<file path="src/rtl/ripple_add_seq.sv">
// ripple_add_seq: multi-cycle WIDTH-bit adder built from one SLICE-bit
// ripple-carry slice that is reused over N = WIDTH/SLICE cycles. The carry
// between slices lives in a register.
//
// WIDTH must be an integer multiple of SLICE.
//
// Optional feature, enabled by defining RIPPLE_ADD_SEQ_OVF_EN:
//    adds the output ovf, the signed two's-complement overflow of the sum,
//    valid together with out_valid.
//
// Ports:
//    clk        in   rising-edge clock
//    rst_n      in   asynchronous active-low reset
//    in_valid   in   request carries valid a, b, cin
//    in_ready   out  block can accept a request (IDLE only)
//    a, b       in   WIDTH-bit operands
//    cin        in   carry-in to bit 0
//    out_valid  out  sum/cout valid (DONE)
//    out_ready  in   consumer accepts result
//    sum        out  a + b + cin mod 2^WIDTH
//    cout       out  carry-out of the MSB
//    busy       out  high in RUN or DONE
//    ovf        out  signed overflow (only with RIPPLE_ADD_SEQ_OVF_EN)
module ripple_add_seq #(
   parameter int WIDTH = 32,
   parameter int SLICE = 4
) (
   input  logic             clk,
   input  logic             rst_n,
   input  logic             in_valid,
   output logic             in_ready,
   input  logic [WIDTH-1:0] a,
   input  logic [WIDTH-1:0] b,
   input  logic             cin,
   output logic             out_valid,
   input  logic             out_ready,
   output logic [WIDTH-1:0] sum,
   output logic             cout,
`ifdef RIPPLE_ADD_SEQ_OVF_EN
   output logic             ovf,
`endif
   output logic             busy
);

   localparam int N     = WIDTH / SLICE;
   localparam int IDX_W = (N > 1) ? $clog2(N) : 1;

   typedef enum logic [1:0] {
      IDLE = 2'd0,
      RUN  = 2'd1,
      DONE = 2'd2
   } state_t;

   state_t             state_q,     state_d;
   logic [WIDTH-1:0]   a_q,         a_d;
   logic [WIDTH-1:0]   b_q,         b_d;
   logic [WIDTH-1:0]   sum_q,       sum_d;
   logic [IDX_W-1:0]   idx_q,       idx_d;
   logic               carry_q,     carry_d;
   logic               cout_q,      cout_d;
   logic               in_ready_q,  in_ready_d;
   logic               out_valid_q, out_valid_d;
   logic               busy_q,      busy_d;

   // The single shared ripple slice: operand bits selected by idx_q.
   logic [SLICE-1:0]   a_sl;
   logic [SLICE-1:0]   b_sl;
   logic [SLICE:0]     slice_res;
   logic               last_slice;

   assign a_sl       = a_q[idx_q*SLICE +: SLICE];
   assign b_sl       = b_q[idx_q*SLICE +: SLICE];
   assign slice_res  = {1'b0, a_sl} + {1'b0, b_sl} + (SLICE+1)'(carry_q);
   assign last_slice = (idx_q == IDX_W'(N - 1));

`ifdef RIPPLE_ADD_SEQ_OVF_EN
   logic ovf_q, ovf_d;
   logic msb_cin;
   // Carry into the MSB recovered from the top bit of the slice: s = a ^ b ^ c.
   assign msb_cin = a_sl[SLICE-1] ^ b_sl[SLICE-1] ^ slice_res[SLICE-1];
`endif

   always_comb begin
      // NOTE: every signal gets a default first so no path leaves it
      // unassigned; otherwise a latch would be inferred.
      state_d     = state_q;
      a_d         = a_q;
      b_d         = b_q;
      sum_d       = sum_q;
      idx_d       = idx_q;
      carry_d     = carry_q;
      cout_d      = cout_q;
      in_ready_d  = in_ready_q;
      out_valid_d = out_valid_q;
      busy_d      = busy_q;
`ifdef RIPPLE_ADD_SEQ_OVF_EN
      ovf_d       = ovf_q;
`endif
      case (state_q)
         IDLE: begin
            if (in_valid && in_ready_q) begin
               a_d        = a;
               b_d        = b;
               carry_d    = cin;
               idx_d      = '0;
               sum_d      = '0;
               in_ready_d = 1'b0;
               busy_d     = 1'b1;
               state_d    = RUN;
            end
         end
         RUN: begin
            sum_d[idx_q*SLICE +: SLICE] = slice_res[SLICE-1:0];
            carry_d = slice_res[SLICE];
            idx_d   = idx_q + IDX_W'(1);
            if (last_slice) begin
               idx_d       = '0;
               cout_d      = slice_res[SLICE];
               out_valid_d = 1'b1;
               state_d     = DONE;
`ifdef RIPPLE_ADD_SEQ_OVF_EN
               ovf_d       = msb_cin ^ slice_res[SLICE];
`endif
            end
         end
         DONE: begin
            // in_ready only returns after this handshake, so a new request
            // can never overlap the result still being presented.
            if (out_ready) begin
               out_valid_d = 1'b0;
               in_ready_d  = 1'b1;
               busy_d      = 1'b0;
               state_d     = IDLE;
            end
         end
         default: state_d = IDLE;
      endcase
   end

   // NOTE: state updates use non-blocking assignments so every flop samples
   // the pre-edge values; the operand registers are plain flops and are
   // reset like the rest of the state.
   always_ff @(posedge clk or negedge rst_n) begin
      if (!rst_n) begin
         state_q     <= IDLE;
         a_q         <= '0;
         b_q         <= '0;
         sum_q       <= '0;
         idx_q       <= '0;
         carry_q     <= 1'b0;
         cout_q      <= 1'b0;
         in_ready_q  <= 1'b1;
         out_valid_q <= 1'b0;
         busy_q      <= 1'b0;
`ifdef RIPPLE_ADD_SEQ_OVF_EN
         ovf_q       <= 1'b0;
`endif
      end else begin
         state_q     <= state_d;
         a_q         <= a_d;
         b_q         <= b_d;
         sum_q       <= sum_d;
         idx_q       <= idx_d;
         carry_q     <= carry_d;
         cout_q      <= cout_d;
         in_ready_q  <= in_ready_d;
         out_valid_q <= out_valid_d;
         busy_q      <= busy_d;
`ifdef RIPPLE_ADD_SEQ_OVF_EN
         ovf_q       <= ovf_d;
`endif
      end
   end

   assign in_ready  = in_ready_q;
   assign out_valid = out_valid_q;
   assign busy      = busy_q;
   assign sum       = sum_q;
   assign cout      = cout_q;
`ifdef RIPPLE_ADD_SEQ_OVF_EN
   assign ovf       = ovf_q;
`endif

endmodule
</file>
<file path="config.mk">
export PLATFORM = sky130hd
export DESIGN_NAME = ripple_add_seq
export DESIGN_NICKNAME = d
export VERILOG_FILES = /design/src/rtl/ripple_add_seq.sv
export SDC_FILE = /design/constraint.sdc
export NUM_CORES = 1
export LEC_CHECK = 0
export BUFFER_PORTS_ARGS = -buffer_cell sky130_fd_sc_hd__buf_2
export CAP_MARGIN = 10
export CORE_AREA = 2 2 92 117
export CTS_CLUSTER_SIZE = 16
export DETAILED_ROUTE_END_ITERATION = 10
export DIE_AREA = 0 0 94 119
export PLACE_DENSITY = 0.73
export SLEW_MARGIN = 40
export SYNTH_ARGS = -nofsm -noshare
export SYNTH_HDL_FRONTEND = slang
export SYNTH_SLANG_ARGS = --single-unit
</file>
<file path="constraint.sdc">
create_clock -name clk -period 4.97 [get_ports clk]
set_clock_uncertainty 0.15 [all_clocks]
set_input_delay 0.994 -clock clk [delete_from_list [all_inputs] [get_ports clk]]
set_output_delay 0.994 -clock clk [all_outputs]
set_load 0.01 [all_outputs]
</file>
==> summary by stage <==
Critical path
Traced cell by cell, the critical path runs through mux4_2 > nand2_1 > and2_1 > inv_1 > ha_1 > a21o_1 > a21oi_1 > xor2_1 > o21ai_0. The endpoint identified for the worst register-to-register timing path is sum[19]. The startpoint of the lowest-slack register-to-register path is idx_q[0]. On the worst path, the slowest cell contributes a delay of around 0.70 ns. The type of origin of the critical path is a flop. The most critical setup path has its startpoint at idx_q[0]. The data arrival time at the worst-slack endpoint is ~3.3 ns. The worst endpoint required time is roughly 5 ns.

The critical path in this run is classified as reg2reg. Of all nets on the critical path, the largest fanout is 18. The count of buffering cells on the critical path with inverters included is 1. The setup check on the worst reg-to-reg path leaves a slack of ~1.7 ns. Counting cells, the worst reg-to-reg path comes to 9. STA classifies the critical path endpoint as a flop. Among all stages on the critical path, the largest delay is contributed by sky130_fd_sc_hd__dfrtp_2. On the critical path the largest part of the delay comes from flip-flops.

Clock network
The post-cts repair resize count is 0. The clock transition at the registers of the reported paths is roughly 0.07 ns. The hold buffer count at CTS is 0. The number of H-tree levels is 3. The number of clock sinks is between 100 and 150. The number of clock buffers added by TritonCTS is 9. The clock tree from TritonCTS is done. The number of buffers on the longest clock path is 2. The cell chosen for the clock root is sky130_fd_sc_hd__clkbuf_16. Post-CTS timing repair inserted 0 buffers for setup. For the worst-skew pair, the clock arrives at the later sink with an insertion delay of around 0.34 ns.

Global route
The overall fraction of global-route tracks in use is roughly a fifth. The via count of the first global-routing pass was 3988. The number of antenna violations at the first check in global routing is 0. The final global-route overflow total is 0. The first global-routing pass estimated about 19 mm of wire.

The maximum number of pins on one net before global-route repair is between 70 and 80.

Timing
At the pin with the least slew margin, the transition time is 0.823 ns. The maximum achievable frequency is ~310 MHz. The final number of setup-violating endpoints is 0. The setup total negative slack is 0 ns. The final count of hold timing violations came to 0. The total count of max-transition violations in the final report came to 0.

Setup repair after global routing left no endpoint under its margin. The final critical-path share of the clock period is about 66%. The worst-case headroom to the max-slew limit is between 40 and 50%. For the finished layout, the period the worst path requires is 3.27 ns.

Route
In this run, the number of DRC markers left after iteration 0 of detailed routing was 163. After detailed routing, the number of vias per cell comes to around 5.2. In the routed design, unresolved DRC markers number 0.

The average routed wire per standard cell is roughly 15 microns. Once detail routing completed, the nets flagged for antenna violations numbered 0. Wires add up to 11.1 mm. For this run, the detailed router's first-pass iteration total came to 4. The via count is roughly 3900.

Floorplan
approximately 110 I/O pins were placed. The die boundary width is about 94 microns. The die footprint is between 10000 and 15000 sq um.

The row count is between 40 and 50. The placeable core area is slightly above 10000 sq um. The height of the die is around 120 microns. For this configuration, the core starts out at a cell density of 48.1%.

Hold path
The end point of the most critical hold path is a_q[13]. The type of the worst min-delay path is reg2reg. In this run the most critical hold path is launched from a_q[13]. The worst hold path was traced through 2 stages.

Final layout
In the final design database the tool counted around 690 nets. The number of inserted diodes is 0. Once layout is done, the placed cells without fillers occupy between 5000 and 6000 sq um. Excluding fillers, the count of instances in the completed layout stands at about 740. The share of cells above drive strength 1 is 24.9%. The synthesis-to-layout area growth is 19.4%.

Synth
The number of nets in the synthesized netlist is just under 600. The top cell type by total area after synthesis is sky130_fd_sc_hd__dfrtp_1. Summing every instance area after synthesis gives approximately 5000 sq um.

For this run, the number of Yosys warnings is 0. The library cell with the highest instance count after synthesis is sky130_fd_sc_hd__nand2_1. Counting distinct cell types in the post-synthesis netlist gives 37.

By count the netlist is led by 225 x sky130_fd_sc_hd__nand2_1, 105 x sky130_fd_sc_hd__dfrtp_1, 33 x sky130_fd_sc_hd__nand3_1. The area fraction of the dominant cell type after synthesis is a little over half. Counting flops and latches in the post-synthesis netlist gives around 110. The average instance area after synthesis is 9.61 sq um. Counting flops with an async set or reset pin after synthesis yields a share of 100%. Sorting the synthesized cells by area gives the leading types as sky130_fd_sc_hd__dfrtp_1 53%, sky130_fd_sc_hd__nand2_1 17%, sky130_fd_sc_hd__mux4_2 5.5%. The number of instances in the synthesized netlist is 513.

The synthesized design contains 0 enable-type register cells. The commonest register cell after synthesis is sky130_fd_sc_hd__dfrtp_1. Of the synthesized area, sequential elements account for approximately 54%.

Power and ir drop
For this design the static power due to leakage is around 3.1 nW. Summing internal, switching and leakage power gives ~0.0016 W. The areal power density over the cells is 280 nW/um^2. The worst voltage drop across the vdd grid is about 160 uV.

Place
The weighted congestion at the end of routability-driven global placement is a little over 0.8. Summed over all nets, the half-perimeter wirelength after detailed placement is between 8 and 9 mm. Port buffering added about 100 buffers. The cell area reported after detailed placement is roughly 5600 sq um. In this run, placement finished with an instance count of just over 700.

Flow run
Max-cap violations in this run came to 0.

Outcome
The flow ran to the end, and the final reports show no timing, DRC or antenna violations.
layout by cell type, fill, tap and decap left out, types with 2 or more instances in the layout:
| master | count |
|---|---|
| sky130_fd_sc_hd__nor2_1 | 3 |
| sky130_fd_sc_hd__dfrtp_2 | 2 |
| sky130_fd_sc_hd__dfrtp_1 | 103 |
| sky130_fd_sc_hd__buf_4 | 3 |
| sky130_fd_sc_hd__ha_1 | 10 |
| sky130_fd_sc_hd__nand3b_1 | 2 |
| sky130_fd_sc_hd__fa_1 | 2 |
| sky130_fd_sc_hd__a21o_1 | 2 |
| sky130_fd_sc_hd__nand3_1 | 33 |
| sky130_fd_sc_hd__nand4b_1 | 4 |
| sky130_fd_sc_hd__a21oi_1 | 5 |
| sky130_fd_sc_hd__inv_1 | 9 |
| sky130_fd_sc_hd__nand2b_1 | 5 |
| sky130_fd_sc_hd__buf_2 | 103 |
| sky130_fd_sc_hd__o21ai_2 | 4 |
| sky130_fd_sc_hd__mux4_1 | 4 |
| sky130_fd_sc_hd__o31ai_1 | 9 |
| sky130_fd_sc_hd__clkbuf_8 | 3 |
| sky130_fd_sc_hd__nand3_2 | 4 |
| sky130_fd_sc_hd__xor2_1 | 2 |
| sky130_fd_sc_hd__mux4_2 | 12 |
| sky130_fd_sc_hd__nand2_1 | 225 |
| sky130_fd_sc_hd__clkbuf_16 | 9 |
| sky130_fd_sc_hd__o21ai_0 | 29 |
| sky130_fd_sc_hd__and2_1 | 2 |
per-stage QoR:
stage | hold slack [ns] | utilization (%) | setup slack (ns)
CTS | 0.323 | 57.4 | 1.62
global route | 0.350 | 57.5 | 1.36
detailed placement | 0.307 | 54.4 | 1.64
floorplan | 0.287 | - | 1.91
finish | 0.320 | 57.5 | 1.70
global placement | 0.300 | 53.8 | 1.39
cells by family (layout without fill, tap and decap cells):
family                     count (synthesis)  count (layout)  share of synthesized area, %
AOI/OAI and AO/OA                         51              51                          6.17
xor gates and xnor gates                   3               3                         0.533
adders and majority gates                 12              12                          3.35
buffers and inverters                     38             135                          3.63
DFF                                      106             106                          53.8
muxes                                     16              16                          7.61
and+or+nand+nor                          287             287                          24.9
registers in the layout (all words and copies together) (netlist names):
| register | flops |
|---|---|
| carry_q | 1 |
| busy | 1 |
| sum | 32 |
| b_q | 32 |
| state_q | 2 |
| out_valid | 1 |
| cout | 1 |
| in_ready | 1 |
| idx_q | 3 |
| a_q | 32 |
layer usage:
layer  global-route usage (%)  up-vias  part of all wire [%]  wire, microns
li1                         -     1879                     -              -
met1                     26.6     1853                    42           4650
met2                     36.5      109                    52           5790
met3                     4.11       16                   4.4            495
met4                     7.25        0                   1.6            182
met5                        0        -                     0              0
worst max-delay path by stage:
stage | end | cells past startpoint
finish | sum[19] | 9
global route | sum[19] | 9
CTS | sum[19] | 9
detailed placement | sum[19] | 9
global placement | sum[19] | 9
floorplan | sum[9] | 10
area by class of cell:
cell class | instances | area [sq um]
multi-input cells | 369 | 2120
fillers | 899 | 4360
clock buffers | 13 | 270
flip-flops and latches | 106 | 2660
inverters | 10 | 37.5
well taps | 132 | 165
clock inverters | 3 | 46.3
repair buffers | 109 | 597
tightest hold or removal path: cells and delay by family (launching register included):
kind / cells / cell delay (ns)
flops: 1 / 0.34
simple gates: 2 / 0.10
power breakdown:
group | internal, W | leakage (nW) | switching [W]
Sequential | 0.000862 | 1.28 | 0
Combinational | 0.0000208 | 1.71 | 0.0000253
Clock | 0.000433 | 0.152 | 0.000308
Total | 0.00132 | 3.14 | 0.000334
No activity file was read; power rests on OpenSTA's default activity.
